## src/rtl/fxp_div.sv

```systemverilog
// Signed Q(N-FRAC).FRAC fixed-point divider: restoring shift-subtract over N+FRAC cycles,
// with saturation and divide-by-zero flags registered alongside the quotient.
module fxp_div #(
  parameter int unsigned N    = 20,
  parameter int unsigned FRAC = 10
) (
  input  logic         clk,
  input  logic         rst,
  input  logic         start,
  input  logic [N-1:0] a,
  input  logic [N-1:0] b,
  output logic         busy,
  output logic         done,
  output logic [N-1:0] y,
  output logic         overflow,
  output logic         div_by_zero
);

  localparam int unsigned W  = N + FRAC;
  localparam int unsigned CW = $clog2(W);

  localparam logic [W-1:0] PosMax = W'((64'd1 << (N - 1)) - 64'd1);
  localparam logic [W-1:0] NegMag = W'(64'd1 << (N - 1));
  localparam logic [N-1:0] MaxY   = {1'b0, {(N - 1){1'b1}}};
  localparam logic [N-1:0] MinY   = {1'b1, {(N - 1){1'b0}}};

  typedef enum logic [1:0] {StIdle, StCalc, StDone} state_e;

  state_e        state_q, state_d;
  logic [N-1:0]  mag_b_q, mag_b_d;
  logic [W-1:0]  dvd_q, dvd_d;     // dividend bits shift out the top, quotient bits in the bottom
  logic [N-1:0]  rem_q, rem_d;
  logic [CW-1:0] cnt_q, cnt_d;
  logic          sign_q, sign_d;
  logic [N-1:0]  y_q, y_d;
  logic          ovf_q, ovf_d;
  logic          dbz_q, dbz_d;

  logic [N:0]    rem_sh;
  logic [N-1:0]  diff;
  logic          qbit;
  logic [W-1:0]  q_next;
  logic [N-1:0]  q_lo;
  logic [N-1:0]  mag_a;

  assign rem_sh = {rem_q, dvd_q[W-1]};
  assign qbit   = rem_sh >= {1'b0, mag_b_q};
  assign diff   = rem_sh[N-1:0] - mag_b_q;
  assign q_next = {dvd_q[W-2:0], qbit};
  assign q_lo   = q_next[N-1:0];
  assign mag_a  = a[N-1] ? -a : a;

  always_comb begin
    state_d = state_q;
    mag_b_d = mag_b_q;
    dvd_d   = dvd_q;
    rem_d   = rem_q;
    cnt_d   = cnt_q;
    sign_d  = sign_q;
    y_d     = y_q;
    ovf_d   = ovf_q;
    dbz_d   = dbz_q;

    unique case (state_q)
      StIdle: begin
        if (start) begin
          if (b == '0) begin
            y_d     = a[N-1] ? MinY : MaxY;
            ovf_d   = 1'b0;
            dbz_d   = 1'b1;
            state_d = StDone;
          end else begin
            mag_b_d = b[N-1] ? -b : b;
            dvd_d   = W'(mag_a) << FRAC;
            rem_d   = '0;
            cnt_d   = '0;
            sign_d  = a[N-1] ^ b[N-1];
            state_d = StCalc;
          end
        end
      end
      StCalc: begin
        rem_d = qbit ? diff : rem_sh[N-1:0];
        dvd_d = q_next;
        cnt_d = cnt_q + 1'b1;
        if (cnt_q == CW'(W - 1)) begin
          dbz_d   = 1'b0;
          state_d = StDone;
          // Negative results may reach exactly 2^(N-1) without saturating.
          if (sign_q) begin
            ovf_d = q_next > NegMag;
            y_d   = ovf_d ? MinY : -q_lo;
          end else begin
            ovf_d = q_next > PosMax;
            y_d   = ovf_d ? MaxY : q_lo;
          end
        end
      end
      StDone:  state_d = StIdle;
      default: state_d = StIdle;
    endcase
  end

  always_ff @(posedge clk or posedge rst) begin
    if (rst) begin
      state_q <= StIdle;
      mag_b_q <= '0;
      dvd_q   <= '0;
      rem_q   <= '0;
      cnt_q   <= '0;
      sign_q  <= 1'b0;
      y_q     <= '0;
      ovf_q   <= 1'b0;
      dbz_q   <= 1'b0;
    end else begin
      state_q <= state_d;
      mag_b_q <= mag_b_d;
      dvd_q   <= dvd_d;
      rem_q   <= rem_d;
      cnt_q   <= cnt_d;
      sign_q  <= sign_d;
      y_q     <= y_d;
      ovf_q   <= ovf_d;
      dbz_q   <= dbz_d;
    end
  end

  assign busy        = state_q != StIdle;
  assign done        = state_q == StDone;
  assign y           = y_q;
  assign overflow    = ovf_q;
  assign div_by_zero = dbz_q;

endmodule

```

## config.mk

```make
export PLATFORM = sky130hd
export DESIGN_NAME = fxp_div
export DESIGN_NICKNAME = d
export VERILOG_FILES = /design/src/rtl/fxp_div.sv
export SDC_FILE = /design/constraint.sdc
export NUM_CORES = 1
export LEC_CHECK = 0
export CORE_MARGIN = 5
export CORE_UTILIZATION = 40
export DETAILED_ROUTE_END_ITERATION = 8
export GPL_TIMING_DRIVEN = 1
export PLACE_DENSITY = 0.64
export SLEW_MARGIN = 30
export SYNTH_ARGS = -nofsm -noshare
export SYNTH_HDL_FRONTEND = slang
export SYNTH_SLANG_ARGS = --single-unit
```

## constraint.sdc

```tcl
create_clock -name clk -period 5.75 [get_ports clk]
set_clock_uncertainty 0.1 [all_clocks]
set_input_delay 0.8625 -clock clk [delete_from_list [all_inputs] [get_ports clk]]
set_output_delay 0.8625 -clock clk [all_outputs]
set_load 0.02 [all_outputs]
```

==> reports/qor_table.md, run 1 <==
| Group | Result | This run |
| --- | --- | --- |
| die | Placement Rows | 46 |
| route | Number of vias after detailed routing | 5722 |
| cells and area | Ant. Diodes | 0 |
| die | Die footprint | 19110 um2 |
| clock tree | H-tree levels | 3 |
| cells and area | Share of cells above drive strength 1 | 5.225% |
| clock tree | Post-CTS resize count | 0 |
| pwr | Maximum VDD drop | 0.2312 mV |
| grt | Global-route wire length before repair | 27760 um |
| timing | Number of pins with negative max-slew slack in the final report | 0 |
| pwr | LEAKAGE | 3.139 nW |
| route | Vias per inst | 5.507 |
| synthesis | Post-synthesis instance area | 6579 um2 |
| pwr | Power density over the cells | 605.7 nW/um2 |
| worst setup path | Worst-path cell with the longest stage delay | sky130_fd_sc_hd__a31o_1 |
| clock tree | Setup Buffers After CTS | 0 |
| synthesis | Gate count after technology mapping | 777 |
| cells and area | Leading cell type in the layout, fill and taps excluded | sky130_fd_sc_hd__nand2_1 |
| timing | Relative slew slack | 43.35% |
| worst setup path | Reg2Reg Launch Point | mag_b_q[1] |
| synthesis | FF+latch count, synth | 100 |
| synthesis | Cell types occupying the most area after synthesis | sky130_fd_sc_hd__dfrtp_1, sky130_fd_sc_hd__o21ai_0, sky130_fd_sc_hd__nand2_1, sky130_fd_sc_hd__ha_1, sky130_fd_sc_hd__xor2_1 |
| route | Count of routing violations after the opening detailed-route iteration | 501 |
| clock tree | Hold-fix buffers, CTS | 0 |
| die | Die Ht | 138.2 um |
| placed design | IO buf count | 66 |
| run | Max Cap Violations | 0 |
| route | Final wirelength | 16460 um |
| timing | Clock period minus worst slack | 4.500 ns |
| placed design | Detailed Place HPWL | 11820 um |
| worst hold path | Hold Crit Class | register to register |
| clock tree | Number of buffers on the longest clock path | 2 |
| route | Antenna viol nets, final | 0 |
| worst setup path | Crit end category | register |
| clock tree | Clock tree from TritonCTS | built |
| placed design | Post-DP Area | 7327 um2 |
| synthesis | Dominant cell type by area after synthesis | sky130_fd_sc_hd__dfrtp_1 |
| clock tree | CTS Root Cell | sky130_fd_sc_hd__clkbuf_16 |
| synthesis | Count of distinct cell types in the synthesized netlist | 63 |
| synthesis | Share of Yosys cell area claimed by the top area cell type | 38.04% |
| worst hold path | Hold Startpoint | y[18] |
| grt | Number of global-route vias before repair | 5429 |
| grt | Antenna violations before repair | 0 |
| timing | Slew of the pin with the lowest slew margin | 0.8498 ns |
| clock tree | Clk_lat worst skew | 0.35 ns |
| cells and area | Nets | 887 |
| timing | Hold Slack | 0.3788 ns |
| worst setup path | Delay of the slowest cell on the worst path | 0.41 ns |
| worst setup path | Start point of the critical path | mag_b_q[1] |
| cells and area | Area grow syn2layout | 16.01% |
| worst setup path | Arrival time of the worst setup path | 4.67 ns |
| timing | Aggregate negative setup slack | 0 ns |
| cells and area | Leading cell types in the layout, fill and taps excluded | sky130_fd_sc_hd__nand2_1, sky130_fd_sc_hd__dfrtp_1, sky130_fd_sc_hd__o21ai_0 |
| placed design | RePlAce Congestion | 0.8805 |
| route | TritonRoute pass-1 iters | 5 |
| timing | Unrepaired setup endpoints after global routing | false |
| synthesis | Sequential cell area fraction in the yosys report | 38.04% |
| outcome | Run status | completed |
| grt | Global route overflow | 0 |
| grt | Global Route Usage Sum | 17.18% |
| worst setup path | Nature of the critical path startpoint | register |
| cells and area | Final instance area | 7632 um2 |
| worst hold path | Instance count along the most critical hold path | 2 |
| clock tree | Clock Sink Count | 100 |
| worst setup path | Worst Path Buf+Inv | 2 |
| synthesis | Main flop type after synthesis | sky130_fd_sc_hd__dfrtp_1 |
| die | Initial cell density of the core | 41.12% |
| worst setup path | Ordered list of cells on the worst path | inv_1, ha_1, nor2b_1, o31a_1, o31a_1, nor3_2, o211ai_2, inv_1, ha_1, nor4b_1, and3_4, a31o_1, nand2_4, or3_1, a31oi_1 |
| die | Core area | 16000 um2 |
| worst setup path | Count of cell instances traversed by the critical path | 15 |
| worst setup path | CP max FO | 15 |
| worst setup path | Logic depth of the worst register-to-register path | 15 |
| timing | Highest Clock Rate | 0.2222 GHz |
| synthesis | Share of flip-flops with an asynchronous set or reset | 100.0% |
| route | Detail-routed net length per standard cell | 15.84 um |
| die | I/O Pins | 67 |
| synthesis | Count of flip-flops with a built-in enable after synthesis | 0 |
| synthesis | Syn Nets | 846 |
| grt | Pin count of the biggest net entering global routing | 76 |
| clock tree | Number of buffers added by the clock tree synthesis step | 9 |
| timing | Number of endpoints with negative hold slack in the final report | 0 |
| worst setup path | Critical path required time | 5.92 ns |
| worst setup path | Kind of cell adding the most delay to the critical path | simple AND/OR/NAND/NOR gates |
| synthesis | Number of warnings issued by yosys | 0 |
| timing | Post-route fraction of the period consumed by the critical path | 78.26% |
| synthesis | Synthesized area divided by synthesized cell count | 8.467 um2 |
| clock tree | Worst-path clk slew | 0.07 ns |
| route | Residual DRC count | 0 |
| worst setup path | Critical path type | register to register |
| timing | # setup viols final | 0 |
| die | Horizontal extent of the die | 138.2 um |
cells in the mapped netlist (13+ instances only):
| cell type | n |
|---|---|
| sky130_fd_sc_hd__nand3_1 | 13 |
| sky130_fd_sc_hd__inv_1 | 36 |
| sky130_fd_sc_hd__xnor2_1 | 23 |
| sky130_fd_sc_hd__o21ai_1 | 26 |
| sky130_fd_sc_hd__nand2_1 | 102 |
| sky130_fd_sc_hd__a211oi_1 | 13 |
| sky130_fd_sc_hd__nor2_1 | 56 |
| sky130_fd_sc_hd__dfrtp_1 | 100 |
| sky130_fd_sc_hd__o21ai_0 | 82 |
| sky130_fd_sc_hd__nor3_1 | 18 |
| sky130_fd_sc_hd__ha_1 | 25 |
| sky130_fd_sc_hd__a21oi_1 | 43 |
| sky130_fd_sc_hd__o31ai_1 | 17 |
| sky130_fd_sc_hd__clkbuf_1 | 19 |
| sky130_fd_sc_hd__xor2_1 | 30 |
routing by layer:
layer / part of all wire [%] / global-route usage (%) / routed length (um)
met5: 0 / 0 / 0
met2: 45 / 26.70 / 7456
met3: 3.6 / 2.931 / 591
met4: 1.4 / 5.564 / 225
met1: 50 / 24.45 / 8182
worst paths after layout:
path | to | slack [ns]
setup / recovery | y[11] | 1.25
hold / removal | y[18] | 0.38
setup reg to reg | y[11] | 1.25
hold reg to reg | y[18] | 0.38
max in group asynchronous | dvd_q[16] | 3.81
min in group asynchronous | y[6] | 0.91
cells by family after synthesis:
logic type / synth area share, %
compound gates: 23.87
xor+xnor: 7.056
fa+ha+maj: 5.059
buf+inv: 5.744
flops: 38.04
mux: 0.9129
simple gates: 19.32
power breakdown:
| group | internal, mW | leakage, nW | total, mW | switching [mW] |
|---|---|---|---|---|
| Clock | 0.339 | 0.147 | 0.616 | 0.277 |
| Combinational | 1.09 | 1.77 | 2.66 | 1.57 |
| Sequential | 1.05 | 1.22 | 1.35 | 0.300 |
worst reg2reg max path, cell delays in order, from the launching register on:
cell                       delay, ns
sky130_fd_sc_hd__dfrtp_1        0.39
sky130_fd_sc_hd__inv_1          0.06
sky130_fd_sc_hd__ha_1           0.31
sky130_fd_sc_hd__nor2b_1        0.16
sky130_fd_sc_hd__o31a_1         0.28
sky130_fd_sc_hd__o31a_1         0.30
sky130_fd_sc_hd__nor3_2         0.29
sky130_fd_sc_hd__o211ai_2       0.30
sky130_fd_sc_hd__inv_1          0.17
sky130_fd_sc_hd__ha_1           0.21
sky130_fd_sc_hd__nor4b_1        0.37
sky130_fd_sc_hd__and3_4         0.29
sky130_fd_sc_hd__a31o_1         0.41
sky130_fd_sc_hd__nand2_4        0.19
sky130_fd_sc_hd__or3_1          0.41
sky130_fd_sc_hd__a31oi_1        0.18
per-stage QoR:
stage          std cells  util, %  power, mW  setup slack [ns]
3_5_place_dp        1023    45.79      4.005             1.332
6_report            1039    47.70      4.623             1.250
2_1_floorplan        777        -      3.330             1.739
4_1_cts             1039    47.62      4.637             1.287
5_1_grt             1039    47.70      5.063            0.8985
3_3_place_gp        1023    45.77      3.976             1.425
final cells by class:
type                       instances  area, um2
sequential                       100       2502
clock buffer                      10      229.0
clock inverter                     6      62.56
timing repair buffer              71      698.2
fill                            1656       8368
inverter                          37      148.9
multi-input combinational        599       3721
tap                              216      270.3
flip-flops by register name, indices dropped and copies added (netlist names), 2 cells and up:
signal / count
dvd_q: 30
rem_q: 20
state_q: 2
y: 20
mag_b_q: 20
cnt_q: 5
No activity file was read; power rests on OpenSTA's default activity.
==> run 2, diff against run 1 <==
PLACE_DENSITY = 0.66   (was 0.64)
clock period = 3.7 ns   (was 5.75 ns; I/O delays follow)
==> run 2 against run 1 <==
Against the previous run: global-route usage rose by 0.065 points; wire length rose by 2.1%; die area did not move; final cell count rose by 2.0%; sequential power rose by 56%; final area rose by 4.1%; power rose by 63%; first-iteration DRC count fell by 24%; register-to-register slack got worse by 1.1 ns; critical path depth fell by 1; clock power rose by 60%; highest routed layer unchanged.
==> reports/qor_table.md, run 2 (synthesis results as in run 1) <==
| Group | Result | This run | vs previous |
| --- | --- | --- | --- |
| cells and area | # fillers | 1598 | -3.5% |
| grt | Global route overflow | 0 | unchanged |
| route | Number of vias after detailed routing | 5835 | +2.0% |
| cells and area | Share of cells above drive strength 1 | 9.479% | +4.3 points |
| worst setup path | Critical path type | register to register |  |
| clock tree | Number of buffers added by the clock tree synthesis step | 9 | unchanged |
| route | Final wirelength | 16810 um | +2.1% |
| pwr | LEAKAGE | 3.274 nW | +4.3% |
| route | TritonRoute pass-1 iters | 5 | unchanged |
| clock tree | Post-CTS resize count | 0 | unchanged |
| grt | Antenna violations before repair | 0 | unchanged |
| clock tree | Setup Buffers After CTS | 0 | unchanged |
| route | Antenna viol nets, final | 0 | unchanged |
| route | Residual DRC count | 0 | unchanged |
| placed design | Total placed cells including tap cells | 1043 | +2.0% |
| die | Die Ht | 138.2 um | unchanged |
| placed design | RePlAce Congestion | 0.8901 | +1.1% |
| worst setup path | Crit end category | register |  |
| worst setup path | Critical path required time | 3.87 ns | -2.05 ns |
| timing | Unrepaired setup endpoints after global routing | true |  |
| timing | Clock period minus worst slack | 3.586 ns | -0.9140 ns |
| worst hold path | Instance count along the most critical hold path | 2 | unchanged |
| placed design | Post-DP Area | 7555 um2 | +3.1% |
| grt | Global Route Usage Sum | 17.25% | +0.065 points |
| timing | Number of pins with negative max-slew slack in the final report | 0 | unchanged |
| route | Vias per inst | 5.505 | about the same |
| cells and area | Final instance area | 7949 um2 | +4.1% |
| worst setup path | Nature of the critical path startpoint | register |  |
| cells and area | Flip-flop count of the largest register after layout | 30 | unchanged |
| clock tree | Hold-fix buffers, CTS | 0 | unchanged |
| timing | Slew of the pin with the lowest slew margin | 0.7484 ns | -0.1013 ns |
| die | Core area | 16000 um2 | unchanged |
| clock tree | Clock tree from TritonCTS | built |  |
| timing | Highest Clock Rate | 0.2789 GHz | +25% |
| placed design | IO buf count | 66 | unchanged |
| pwr | Power density over the cells | 949.8 nW/um2 | +57% |
| worst hold path | Hold Crit Class | register to register |  |
| run | Max Cap Violations | 0 | unchanged |
| cells and area | Area grow syn2layout | 20.83% |  |
| worst setup path | Arrival time of the worst setup path | 3.75 ns | -0.92 ns |
| clock tree | Worst-path clk slew | 0.07 ns | about the same |
| cells and area | Leading cell types in the layout, fill and taps excluded | sky130_fd_sc_hd__nand2_1, sky130_fd_sc_hd__dfrtp_1, sky130_fd_sc_hd__o21ai_0 |  |
| worst setup path | CP max FO | 8 | -7 |
| cells and area | Utilization of the core after routing | 49.68% | +2.0 points |
| timing | # setup viols final | 0 | unchanged |
| cells and area | Ant. Diodes | 0 | unchanged |
| die | Horizontal extent of the die | 138.2 um | unchanged |
| outcome | Run status | completed |  |
| cells and area | Leading cell type in the layout, fill and taps excluded | sky130_fd_sc_hd__nand2_1 |  |
| clock tree | CTS Root Cell | sky130_fd_sc_hd__clkbuf_16 |  |
| timing | Aggregate negative setup slack | 0 ns | unchanged |
| timing | Relative slew slack | 50.10% | +6.7 points |
| die | Die footprint | 19110 um2 | unchanged |
| worst setup path | Logic depth of the worst register-to-register path | 14 | -1 |
| timing | Number of endpoints with negative hold slack in the final report | 0 | unchanged |
| die | Initial cell density of the core | 41.12% | unchanged |
| route | Detail-routed net length per standard cell | 15.85 um | +0.10% |
| clock tree | Clk_lat worst skew | 0.35 ns | about the same |
| timing | Post-route fraction of the period consumed by the critical path | 96.91% | +19 points |
| die | I/O Pins | 67 | unchanged |
| grt | Number of global-route vias before repair | 5411 | -0.33% |
| cells and area | Final standard cell count with taps included and fillers excluded | 1060 | +2.0% |
| placed design | Detailed Place HPWL | 12010 um | +1.5% |
| route | Count of routing violations after the opening detailed-route iteration | 380 | -24% |
| clock tree | H-tree levels | 3 | unchanged |
| cells and area | Largest reg by FF count | dvd_q |  |
| die | Placement Rows | 46 | unchanged |
| pwr | Maximum VDD drop | 0.4180 mV | +81% |
| clock tree | Number of buffers on the longest clock path | 2 | unchanged |
| clock tree | Clock Sink Count | 100 | unchanged |
| grt | Global-route wire length before repair | 27660 um | -0.35% |
| cells and area | Nets | 908 | +2.4% |
| grt | Pin count of the biggest net entering global routing | 101 | +33% |
[run 2: layout make-up]
| type | count | area (um2) | share of cell area (%) |
|---|---|---|---|
| clock inverter | 6 | 71.32 | 0.8972 |
| sequential | 100 | 2502 | 31.48 |
| multi-input combinational | 600 | 3834 | 48.23 |
| clock buffer | 10 | 239.0 | 3.006 |
| inverter | 37 | 146.4 | 1.842 |
| timing repair buffer | 91 | 885.9 | 11.14 |
| tap | 216 | 270.3 | 3.400 |
[run 2: worst paths after layout]
kind | start | to | slack (ns)
setup reg to reg | rem_q[0] | y[15] | 0.11
min in group asynchronous | rst | rem_q[6] | 0.56
max in group asynchronous | rst | mag_b_q[10] | 2.50
hold / removal | y[18] | y[18] | 0.37
hold reg to reg | y[18] | y[18] | 0.37
setup / recovery | rem_q[0] | y[15] | 0.11
[run 2: report_power, final]
part           leakage (nW)  switching, mW  internal [mW]
Clock                 0.151          0.435          0.550
Sequential             1.22          0.478           1.63
Combinational          1.90           2.54           1.92
Total                  3.27           3.46           4.09
[run 2: per-stage QoR]
stage	total power [mW]	setup slack (ns)	hold slack, ns
after floorplan	5.248	0.005017	0.3493
after global placement	6.404	0.1316	0.3589
after detailed placement	6.479	0.08170	0.3581
after CTS	7.492	0.05779	0.3742
after global routing	8.227	-0.05189	0.3890
final	7.550	0.1143	0.3664
[run 2: metal layers]
| layer | global-route usage, % | routed length [um] |
|---|---|---|
| met5 | 0 | 0 |
| met4 | 5.616 | 228 |
| met3 | 2.517 | 627 |
| met2 | 26.54 | 7602 |
| met1 | 25.02 | 8346 |
[run 2: critical path, cell delays in order (launching register included)]
cell	delay, ns
sky130_fd_sc_hd__dfrtp_1	0.38
sky130_fd_sc_hd__ha_1	0.31
sky130_fd_sc_hd__nor2b_4	0.13
sky130_fd_sc_hd__o31a_1	0.29
sky130_fd_sc_hd__o31a_1	0.33
sky130_fd_sc_hd__nor3_2	0.23
sky130_fd_sc_hd__o211ai_2	0.12
sky130_fd_sc_hd__inv_2	0.10
sky130_fd_sc_hd__ha_4	0.14
sky130_fd_sc_hd__nor4b_4	0.23
sky130_fd_sc_hd__and3_4	0.26
sky130_fd_sc_hd__a31o_4	0.18
sky130_fd_sc_hd__nand2_4	0.10
sky130_fd_sc_hd__or3_1	0.40
sky130_fd_sc_hd__a31oi_1	0.20
